--- src/rtl/neuron_tdm_scheduler.sv ---
// Time-multiplexes one Izhikevich update datapath across NUM_NEURONS neurons, in index order on each tick.
// Issue-to-issue is 2 cycles with zero-wait ack; dp_req holds until dp_ack; spike FIFO drops and flags when full.
module neuron_tdm_scheduler #(
  parameter int NUM_NEURONS = 4,
  parameter int IDX_W       = 2,
  parameter int DW          = 18,
  parameter int SPK_DEPTH   = 4
) (
  input  logic             clk,
  input  logic             rst,
  input  logic             ena,
  input  logic             tick,
  input  logic             cur_we,
  input  logic [IDX_W-1:0] cur_idx,
  input  logic [7:0]       cur_data,
  output logic             dp_req,
  output logic [DW-1:0]    dp_v,
  output logic [DW-1:0]    dp_u,
  output logic [DW-1:0]    dp_i,
  input  logic             dp_ack,
  input  logic [DW-1:0]    dp_v_nxt,
  input  logic [DW-1:0]    dp_u_nxt,
  input  logic             dp_spike,
  output logic             spk_valid,
  output logic [IDX_W-1:0] spk_idx,
  input  logic             spk_ready,
  output logic             busy,
  output logic             step_done,
  output logic             tick_miss,
  output logic             spk_ovf,
  input  logic             status_clr
);

  localparam int PW = $clog2(SPK_DEPTH);
  localparam logic [DW-1:0]    V_RST = DW'(18'h34CCD);
  localparam logic [DW-1:0]    U_RST = DW'(18'h3CCCD);
  localparam logic [IDX_W-1:0] LAST  = IDX_W'(NUM_NEURONS - 1);
  localparam logic [PW:0]      FULL  = (PW + 1)'(SPK_DEPTH);

  typedef enum logic [1:0] {S_IDLE, S_REQ, S_WB, S_DONE} state_t;

  state_t           state;
  logic [IDX_W-1:0] idx;
  logic [IDX_W-1:0] idx_inc;
  logic [DW-1:0]    v_mem   [NUM_NEURONS];
  logic [DW-1:0]    u_mem   [NUM_NEURONS];
  logic [7:0]       cur_mem [NUM_NEURONS];
  logic [DW-1:0]    cap_v;
  logic [DW-1:0]    cap_u;
  logic             cap_spike;

  logic [IDX_W-1:0] fifo_mem [SPK_DEPTH];
  logic [PW-1:0]    wr_ptr;
  logic [PW-1:0]    rd_ptr;
  logic [PW-1:0]    rd_ptr_nxt;
  logic [PW:0]      cnt;
  logic [PW:0]      cnt_nxt;
  logic [IDX_W-1:0] head_nxt;
  logic             push;
  logic             push_ok;
  logic             pop;
  logic             drop;
  logic             tick_ign;

  assign idx_inc = idx + IDX_W'(1);

  // Input currents; a write lands next cycle and never disturbs operands already latched.
  always_ff @(posedge clk or posedge rst) begin
    if (rst) begin
      for (int n = 0; n < NUM_NEURONS; n++) cur_mem[n] <= '0;
    end else if (cur_we) begin
      cur_mem[cur_idx] <= cur_data;
    end
  end

  always_ff @(posedge clk or posedge rst) begin
    if (rst) begin
      state     <= S_IDLE;
      idx       <= '0;
      dp_req    <= 1'b0;
      dp_v      <= '0;
      dp_u      <= '0;
      dp_i      <= '0;
      cap_v     <= '0;
      cap_u     <= '0;
      cap_spike <= 1'b0;
      busy      <= 1'b0;
      step_done <= 1'b0;
      for (int n = 0; n < NUM_NEURONS; n++) begin
        v_mem[n] <= V_RST;
        u_mem[n] <= U_RST;
      end
    end else begin
      step_done <= 1'b0;
      case (state)
        S_IDLE: begin
          if (tick && ena) begin
            idx    <= '0;
            dp_v   <= v_mem[0];
            dp_u   <= u_mem[0];
            dp_i   <= DW'({cur_mem[0], 10'b0});
            dp_req <= 1'b1;
            busy   <= 1'b1;
            state  <= S_REQ;
          end
        end
        S_REQ: begin
          if (dp_ack) begin
            cap_v     <= dp_v_nxt;
            cap_u     <= dp_u_nxt;
            cap_spike <= dp_spike;
            dp_req    <= 1'b0;
            state     <= S_WB;
          end
        end
        S_WB: begin
          // cap_spike is consumed here so a paused WB pushes the event only once.
          v_mem[idx] <= cap_v;
          u_mem[idx] <= cap_u;
          cap_spike  <= 1'b0;
          if (idx == LAST) begin
            state <= S_DONE;
          end else if (ena) begin
            idx    <= idx_inc;
            dp_v   <= v_mem[idx_inc];
            dp_u   <= u_mem[idx_inc];
            dp_i   <= DW'({cur_mem[idx_inc], 10'b0});
            dp_req <= 1'b1;
            state  <= S_REQ;
          end
        end
        S_DONE: begin
          step_done <= 1'b1;
          busy      <= 1'b0;
          state     <= S_IDLE;
        end
        default: state <= S_IDLE;
      endcase
    end
  end

  // Spike FIFO with a registered head; a pop in the same cycle makes room for a push into a full FIFO.
  always_comb begin
    push       = (state == S_WB) && cap_spike;
    pop        = spk_valid && spk_ready;
    push_ok    = push && ((cnt != FULL) || pop);
    drop       = push && (cnt == FULL) && !pop;
    rd_ptr_nxt = pop ? rd_ptr + PW'(1) : rd_ptr;
    cnt_nxt    = cnt + (PW + 1)'(push_ok) - (PW + 1)'(pop);
    head_nxt   = fifo_mem[rd_ptr_nxt];
    if (push_ok && (rd_ptr_nxt == wr_ptr)) head_nxt = idx;
  end

  always_ff @(posedge clk or posedge rst) begin
    if (rst) begin
      wr_ptr    <= '0;
      rd_ptr    <= '0;
      cnt       <= '0;
      spk_valid <= 1'b0;
      spk_idx   <= '0;
      for (int n = 0; n < SPK_DEPTH; n++) fifo_mem[n] <= '0;
    end else begin
      if (push_ok) begin
        fifo_mem[wr_ptr] <= idx;
        wr_ptr           <= wr_ptr + PW'(1);
      end
      rd_ptr    <= rd_ptr_nxt;
      cnt       <= cnt_nxt;
      spk_valid <= (cnt_nxt != '0);
      spk_idx   <= head_nxt;
    end
  end

  assign tick_ign = tick && ((state != S_IDLE) || !ena);

  // Sticky status: a new set event beats a coincident clear.
  always_ff @(posedge clk or posedge rst) begin
    if (rst) begin
      tick_miss <= 1'b0;
      spk_ovf   <= 1'b0;
    end else begin
      if (tick_ign)        tick_miss <= 1'b1;
      else if (status_clr) tick_miss <= 1'b0;
      if (drop)            spk_ovf   <= 1'b1;
      else if (status_clr) spk_ovf   <= 1'b0;
    end
  end

endmodule
--- config.mk ---
export PLATFORM = sky130hd
export DESIGN_NAME = neuron_tdm_scheduler
export DESIGN_NICKNAME = d
export VERILOG_FILES = /design/src/rtl/neuron_tdm_scheduler.sv
export SDC_FILE = /design/constraint.sdc
export NUM_CORES = 1
export LEC_CHECK = 0
export ABC_AREA = 1
export ABC_CLOCK_PERIOD_IN_PS = 12480
export BUFFER_PORTS_ARGS = -buffer_cell sky130_fd_sc_hd__clkbuf_2
export CAP_MARGIN = 15
export CORE_ASPECT_RATIO = 1.75
export CORE_UTILIZATION = 59
export DETAILED_ROUTE_END_ITERATION = 8
export GPL_TIMING_DRIVEN = 0
export PLACE_DENSITY = 0.89
export SLEW_MARGIN = 20
export SYNTH_ARGS = -nofsm -noshare
export SYNTH_HDL_FRONTEND = slang
export SYNTH_SLANG_ARGS = --single-unit
export TNS_END_PERCENT = 10
--- constraint.sdc ---
create_clock -name clk -period 12.48 [get_ports clk]
set_clock_uncertainty 0.15 [all_clocks]
set_input_delay 1.872 -clock clk [delete_from_list [all_inputs] [get_ports clk]]
set_output_delay 1.872 -clock clk [all_outputs]
set_load 0.01 [all_outputs]
* Yosys cells after proc, flatten, opt, wreduce, memory -nomap -nowiden
Cells that the tools add are included.
** Operators by class
- Add/subtract/negate cells :: 5
- Order comparisons :: 8
- Equality and inequality tests :: 12
- Multiplexer cells :: 57
- Bitwise operators :: 5
- Reductions and logical operators :: 30
** Operator list (count)
- $mux W18 :: 14
- $bwmux W72 :: 2
- $pmux W18 S2 :: 3
- $bmux W18 S2 :: 2
- $demux W18 S2 :: 1
- $bwmux W32 :: 1
- $mux W2 :: 12
- $mux W8 :: 3
- $bmux W8 S2 :: 1
- $demux W8 S2 :: 1
- $ge A3 B3 Y1 const B :: 5
- $not A2 Y3 :: 5
- $reduce_bool A2 Y1 :: 6
- $logic_and A1 B1 Y1 :: 11
- $lt A3 B1 Y1 const B :: 3
- $mux W1 :: 9
- $bwmux W8 :: 1
- $ne A2 B2 Y1 const B :: 4
- $pmux W2 S4 :: 1
- $add A2 B1 Y2 const B :: 3
- $eq A2 B2 Y1 const B :: 3
- $ne A3 B3 Y1 const B :: 2
- $reduce_and A2 Y1 :: 3
- $reduce_bool A3 Y1 :: 2
- 16 further kinds :: 19
** Storage, ports and cells
- Bits in registers :: 294
- Bits of input ports :: 55
- Output and inout port bits :: 62
- Word-level logic and storage cells :: 151

* Longest topological paths before layout
Gate-level depths: netlist (run 1).
- Word-level depth :: 8
- Depth in mapped cells :: 12
- Depth with buffers taken out :: 9

* Worst setup path before layout (run 1)
Ideal clock, no wire load.
- Kind :: input to register
- Start :: input port spk_ready
- End :: register spk_valid
- Library setup time :: 0.125 ns
- Arrival time :: 3.326 ns
- Slack :: 8.880 ns
- Stages on the path :: 9
- Buffers on the path :: 0
- Cell sequence :: nand2_1 -> nand3_1 -> nand3_2 -> ha_1 -> inv_1 -> ha_1 -> fa_1 -> xor2_1 -> nand2_1
** On the way
- Cells in the longest elaborated chain, start to end :: 6
** Ends and longest elaborated chain
- start, declared :: line 26 : input logic spk_ready,
- $logic_and A1 B1 Y1 * :: line 145 : pop = spk_valid && spk_ready;
- $logic_or A1 B1 Y1 :: line 146 : push_ok = push && ((cnt != FULL) || pop);
- $logic_and A1 B1 Y1 :: line 146
- $add A3 B1 Y3 :: line 149 : cnt_nxt = cnt + (PW + 1)'(push_ok) - (PW + 1)'(pop);
- $sub A3 B1 Y3 * :: line 149
- $reduce_bool A3 Y1 * :: line 169 : spk_valid <= (cnt_nxt != '0);
- end signal, assigned :: line 169
- end, declared :: line 24 : output logic spk_valid,
Mark *: on every way between the ends. The rest lies on a longest branch, timed or not.
A chain may end at the register's enable or synchronous reset.

* Final worst setup path (run 1)
Same ends and word-level chain as after synthesis.

==> flow_metrics.tcl, run 1 <==
set metrics [dict create \
    cts-resized-gates 0 \
    grt_pass1_vias 11400 \
    cts_tree "built" \
    drtPass1Iterations 8 \
    synth_seq_cells 284 \
    final_common_cell "nand2_1" \
    num_antenna_cells 0 \
    fmax_ghz 0.299 \
    port_buffers 106 \
    start_util_pct 60.0 \
    clkLatencyLatePin_ns 0.52 \
    critical_path.cell_chain "clkbuf_2 > nand2_1 > nand3_1 > nand3_2 > ha_1 > inv_1 > ha_1 > fa_1 > xor2_1 > nand2_1" \
    cp.required_ns 12.74 \
    cp.arrival_ns 3.60 \
    netlist-cell-type-count 27 \
    avgSynthCellArea_um2 8.65 \
    status "finished, violations left" \
    tightest_slew_ns 0.673 \
    rows 70 \
    cpLargestDelayFamily "adder cells" \
    hold_buffers 0 \
    wl_um 33900 \
    wl_per_cell_um 18.2 \
    layout_common_cells "nand2_1 (392), o21ai_0 (311), dfrtp_1 (200)" \
    drive_above_1_share_pct 17.2 \
    root_buffer "clkbuf_16" \
    postCtsSetupBuffers 0 \
    stdcell_area_mm2 0.0144 \
    synth_flop_cell "dfrtp_1" \
    antenna_found_initial 0 \
    setup_viol 0 \
    slowest_delay_ns 0.37 \
    num_vias 11100 \
    irDropWorstVdd_v 0.000119 \
    dieHeight_um 195 \
    drc 7 \
    yosys_warnings 0 \
    synthCells 1447 \
    gp_congestion 0.900 \
    gr-usage-all-layers_pct 32.1 \
    hp-class "flop to flop" \
    place_hpwl_um 22100 \
    dp_cells 1817 \
    cts.sinks 284 \
    slew_viol_final 0 \
    synth_area_mm2 0.0125 \
    placed_area_mm2 0.0135 \
    nNetsFinal 1658 \
    async_flop_share_pct 100 \
    violations "design-rule violations" \
    power.density_mw_per_mm2 264 \
    dieWidth_um 112 \
    dieArea_mm2 0.0218 \
    io_pins 117 \
    overflow 0 \
    maxSlewHeadroom_pct 55.1 \
    fin_cells 1862 \
    synth-edff-count 0 \
    vias_per_cell 5.98 \
    area_growth_pct 15.3 \
    cts.clk_slew.worst_paths_ns 0.07 \
    h-tree-depth 1 \
    fin_crit_sh_pct 26.8 \
    cellLeakagePower_nw 6.79 \
    drt_iter0_drc 1071 \
    hold_viol_final 0 \
    cts_inserted_buffers 25 \
    fin_tns_setup_ns 0 \
    min_period_ns 3.34 \
    postRouteAntennaNets 0 \
    path_class "input port to flop" \
    synth-seq-area-share_pct 57.6 \
    startpoint_type "input port" \
    grt_pass1_wl_um 55700 \
    endpoint_kind "flop" \
    clock_tree.buffer_depth 3 \
    holdWs_ns 0.326 \
    critical-path-slowest-cell "fa_1" \
    crit_buf_inv 2 \
    worst-path-max-fanout 9 \
    drv_cap 0 \
    grt_max_degree 98 \
    core_mm2 0.0208 \
    rsz0062_at_grt "no" \
]
-- final timing paths --
check                                     startpoint                    end  slack (ns)  depth (start not counted)
worst max-delay path                       spk_ready    spk_valid$_DFF_PP0_        9.14                         10
worst min-delay path            dp_i[11]$_DFFE_PP0P_   dp_i[11]$_DFFE_PP0P_        0.33                          2
worst max register to register    idx[0]$_DFFE_PP0P_   dp_v[11]$_DFFE_PP0P_        9.35                         10
min in group asynchronous                        rst  cap_v[14]$_DFFE_PP0P_        1.19                          2
max in group asynchronous                        rst  u_mem[33]$_DFFE_PP1P_        9.92                          4
worst min register to register  dp_i[11]$_DFFE_PP0P_   dp_i[11]$_DFFE_PP0P_        0.33                          2
-- layout make-up --
| class | count | area [um2] |
|---|---|---|
| inverter | 124 | 473 |
| tap | 252 | 315 |
| clock buffer | 35 | 734 |
| buffer | 100 | 458 |
| clock inverter | 10 | 205 |
| multi-input combinational | 948 | 4410 |
| sequential | 284 | 7210 |
| fill | 1529 | 6420 |
| timing repair buffer | 109 | 613 |
-- routing by layer --
metal	GRT usage, %	routed length, um	vias up
met4	18.7	1800	0
met3	4.71	2550	164
li1	-	-	4982
met2	55.9	17500	652
met1	37.5	12100	5335
met5	0	0	-
-- cells in the mapped netlist (2+ instances only) --
cell / n / share of area [%]
nand2_1: 392 / 12
o21ai_0: 311 / 12
dfrtp_1: 200 / 40
inv_1: 123 / 3.7
a21oi_1: 94 / 3.8
dfstp_2: 84 / 18
clkbuf_1: 60 / 1.8
nor2_1: 55 / 1.6
o211ai_1: 43 / 2.6
buf_2: 24 / 0.96
nand3_1: 19 / 0.76
buf_4: 14 / 0.84
ha_1: 10 / 1.0
xor2_1: 3 / 0.21
buf_1: 2 / 0.060
o31ai_1: 2 / 0.12
-- report_power, final --
part	internal (W)	switching [W]
logic	0.000443	0.00100
clock network	0.000535	0.000348
registers	0.00131	0.000167
total	0.00229	0.00152
-- per-stage QoR --
| step | total power [W] | worst slack, ns | utilization, % |
|---|---|---|---|
| floorplan | 0.00239 | 2.76 | - |
| global placement | 0.00278 | 0.268 | 64.2 |
| detailed placement | 0.00286 | 8.62 | 64.7 |
| CTS | 0.00376 | 9.12 | 69.2 |
| global route | 0.00402 | 8.98 | 69.2 |
| finish | 0.00380 | 9.14 | 69.2 |
-- sequential cells by signal (all words and copies together) (netlist names), 3 cells and up --
signal and cells:
cnt 3, cap_u 18, dp_i 8, dp_v 18
fifo_mem 8, u_mem 72, v_mem 72, dp_u 18
cap_v 18, cur_mem 32
-- worst min-delay path, cell delays in order (launching register included) --
cell and delay (ns):
dfrtp_1 0.34, nand2_1 0.05, nand2_1 0.05
-- logic make-up (layout without fill, tap and decap cells) --
family | after synthesis | after routing | share of synthesized area (%)
simple gates | 471 | 471 | 14.5
compound gates | 453 | 453 | 19.1
flops | 284 | 284 | 57.6
buf+inv | 224 | 378 | 7.38
fa+ha+maj | 11 | 11 | 1.16
xor+xnor | 3 | 3 | 0.210
other cells | 1 | 10 | 0.0300
No activity file was read; power rests on OpenSTA's default activity.
==> inputs of run 2 (changes only) <==
ABC_AREA = 0   (was 1)
ABC_CLOCK_PERIOD_IN_PS = 3000   (was 12480)
CORE_UTILIZATION = 54   (was 59)
PLACE_DENSITY = 0.87   (was 0.89)
clock period = 3 ns   (was 12.48 ns; I/O delays follow)
==> run 2 against run 1 <==
Against the previous run:
- the run now ends clean
- first-iteration DRC count down 56%
- sequential power grew to 4.6 times the previous value
- register-to-register slack got worse by 9.2 ns
- via count fell by 29%
- synthesized cell count fell by 39%
- global-route usage shrank 7.1 points
- cell count is 26% lower
- critical path depth is 2 lower
- critical endpoint is now dp_v[4]$_DFFE_PP0P_
- largest cell class unchanged
- highest routed layer unchanged
==> flow_metrics.tcl, run 2 <==
set metrics [dict create \
    pwr-share-comb_pct 35.1 \
    layout_common_cells "mux2_2 (262), dfrtp_1 (200), clkbuf_2 (106)" \
    fin_tns_setup_ns 0 \
    synth_top_cell_by_area "dfrtp_1" \
    fin_crit_sh_pct 94.5 \
    ys_top_cells_by_count "mux2_2 (262), dfrtp_1 (200), dfstp_2 (84)" \
    rsz0062_at_grt "no" \
    slew_viol_final 0 \
    rows 73 \
    port_buffers 106 \
    synthCells 888 \
    antenna_found_initial 0 \
    maxSlewHeadroom_pct 43.7 \
    io_pins 117 \
    netlist-cell-type-count 46 \
    drt_iter0_drc 471 \
    nNetsFinal 1128 \
    top_usage_layer "met2" \
    gp_congestion 0.786 \
    postRouteAntennaNets 0 \
    dp_cells 1312 \
    dieHeight_um 203 \
    postCtsSetupBuffers 0 \
    hp-class "input port to flop" \
    cts.sinks 284 \
    switchingPower_w 0.00535 \
    drive_above_1_share_pct 53.2 \
    top_regs "u_mem x72, v_mem x72, cur_mem x32" \
    async_flop_share_pct 100 \
    synth_most_common_cell "mux2_2" \
    synth_top_area_share_pct 40.0 \
    fmax_ghz 0.353 \
    synth-edff-count 0 \
    grt_use_met1_pct 28.2 \
    grt_max_degree 37 \
    met3_usage_pct 3.12 \
    holdWs_ns 0.00776 \
    hp-start "dp_u_nxt[11]" \
    overflow 0 \
    met2_usage_pct 46.3 \
    worstSetupStartpoint "idx[0]$_DFFE_PP0P_" \
    fin_cells 1382 \
    cts_inserted_buffers 26 \
    drc 0 \
    clock_tree.buffer_depth 3 \
    clkLatencyLatePin_ns 0.53 \
    core_mm2 0.0227 \
    synth_flop_cell "dfrtp_1" \
    wl_um 27900 \
    synth_seq_cells 284 \
    clock_power_share_pct 22.1 \
    slowest_delay_ns 0.53 \
    area_growth_pct 18.1 \
    wl_per_cell_um 20.2 \
    num_antenna_cells 0 \
    root_buffer "clkbuf_16" \
    min_period_ns 2.84 \
    path_class "flop to flop" \
    num_vias 7859 \
    irDropWorstVdd_v 0.000553 \
    critical-path-slowest-cell "clkbuf_1" \
    internal_power_w 0.0105 \
    status "finished clean" \
    synthTopCellsByArea "dfrtp_1 (40%), mux2_2 (24%), dfstp_2 (18%), a22o_1 (3.0%), a22oi_1 (2.6%)" \
    r2r_slack_ns 0.16 \
    grt_pass1_vias 8540 \
    avgSynthCellArea_um2 14.1 \
    power.density_mw_per_mm2 1070 \
    dieWidth_um 117 \
    gr-usage-all-layers_pct 24.9 \
    endpoint_kind "flop" \
    tightest_slew_ns 0.841 \
    setup_viol 0 \
    dieArea_mm2 0.0238 \
    switching_share_pct 33.7 \
    yosys_warnings 0 \
    hold_viol_final 0 \
    cp.required_ns 3.29 \
    grt_pass1_wl_um 45300 \
    rr_startpoint "idx[0]$_DFFE_PP0P_" \
    drv_cap 0 \
    drtPass1Iterations 5 \
    startpoint_type "flop" \
    synth_area_mm2 0.0125 \
    cts_tree "built" \
    worst-path-max-fanout 10 \
    synth-seq-area-share_pct 57.6 \
    h-tree-depth 1 \
    cts.clk_slew.worst_paths_ns 0.06 \
    critical_path.cell_chain "buf_2 > inv_1 > ha_1 > nor2_2 > clkbuf_1 > a22o_1 > a22oi_1 > o21ai_1" \
    place_hpwl_um 18900 \
    pwr-share-seq_pct 42.9 \
    vias_per_cell 5.69 \
    final_common_cell "mux2_2" \
    cellLeakagePower_nw 6.83 \
    start_util_pct 55.0 \
    cp.arrival_ns 3.13 \
]
-- run 2: final timing paths --
path,to,cells after the start
setup / recovery,dp_v[4]$_DFFE_PP0P_,8
hold / removal,cap_u[11]$_DFFE_PP0P_,2
setup reg to reg,dp_v[4]$_DFFE_PP0P_,8
hold reg to reg,dp_v[9]$_DFFE_PP0P_,2
max in group asynchronous,u_mem[25]$_DFFE_PP1P_,7
min in group asynchronous,dp_i[15]$_DFFE_PP0P_,3
-- run 2: stage by stage --
step,instance area (um2),power [W],utilization (%),setup WS (ns)
2_1_floorplan,12600,0.0105,-,-1.29
4_1_cts,14800,0.0159,65.0,0.188
3_5_place_dp,13600,0.0123,60.0,0.247
5_1_grt,14800,0.0167,65.0,0.0628
3_3_place_gp,13500,0.0120,59.2,-2.70
6_report,14800,0.0159,65.0,0.164
-- run 2: kinds of logic (layout without fill, tap and decap cells) --
group / count (synthesis) / after routing / synth area share, %
AO/OA/AOI/OAI: 150 / 150 / 8.51
XOR/XNOR: 8 / 8 / 0.670
adder cells (fa/ha/maj): 11 / 11 / 1.16
buffers and inverters: 79 / 264 / 4.06
flip-flops: 284 / 284 / 57.6
multiplexers: 276 / 276 / 24.9
other: 1 / 10 / 0.0300
AND/OR/NAND/NOR: 79 / 79 / 3.04
-- run 2: area by class of cell --
| type | instances | area (um2) |
|---|---|---|
| Sequential cell | 284 | 7210 |
| Clock buffer | 38 | 817 |
| Multi-Input combinational cell | 534 | 4830 |
| Buffer | 63 | 447 |
| Clock inverter | 10 | 109 |
| Timing Repair Buffer | 137 | 931 |
| Tap cell | 300 | 375 |
| Inverter | 16 | 65.1 |
| Fill cell | 1615 | 7960 |
-- run 2: power groups by stage --
stage	Clock (W)	Sequential [W]	Combinational (W)
after floorplan	0	0.00659	0.00392
after global placement	0	0.00669	0.00528
after detailed placement	0	0.00680	0.00549
after CTS	0.00354	0.00678	0.00559
after global routing	0.00369	0.00698	0.00604
final	0.00350	0.00680	0.00557
-- run 2: worst max-delay path, delay by kind of cell (launching register included) --
| kind | cells | cell delay, ns |
|---|---|---|
| AO/OA/AOI/OAI | 3 | 0.49 |
| adder cells (fa/ha/maj) | 1 | 0.40 |
| buffers and inverters | 3 | 0.94 |
| flip-flops | 1 | 0.41 |
| AND/OR/NAND/NOR | 1 | 0.36 |
-- run 2: metal layers --
layer / routed length [um] / share of wire [%] / vias up
li1: - / - / 3538
met1: 10300 / 37 / 4077
met2: 15600 / 56 / 189
met3: 949 / 3.4 / 55
met4: 958 / 3.4 / 0
met5: 0 / 0 / -
-- run 2: repair_timing --
action | 4_1_cts | 5_1_grt
hold buffers | 22 | 0
gates resized for setup | 0 | 0
hold endpoints to repair | 33 | 0
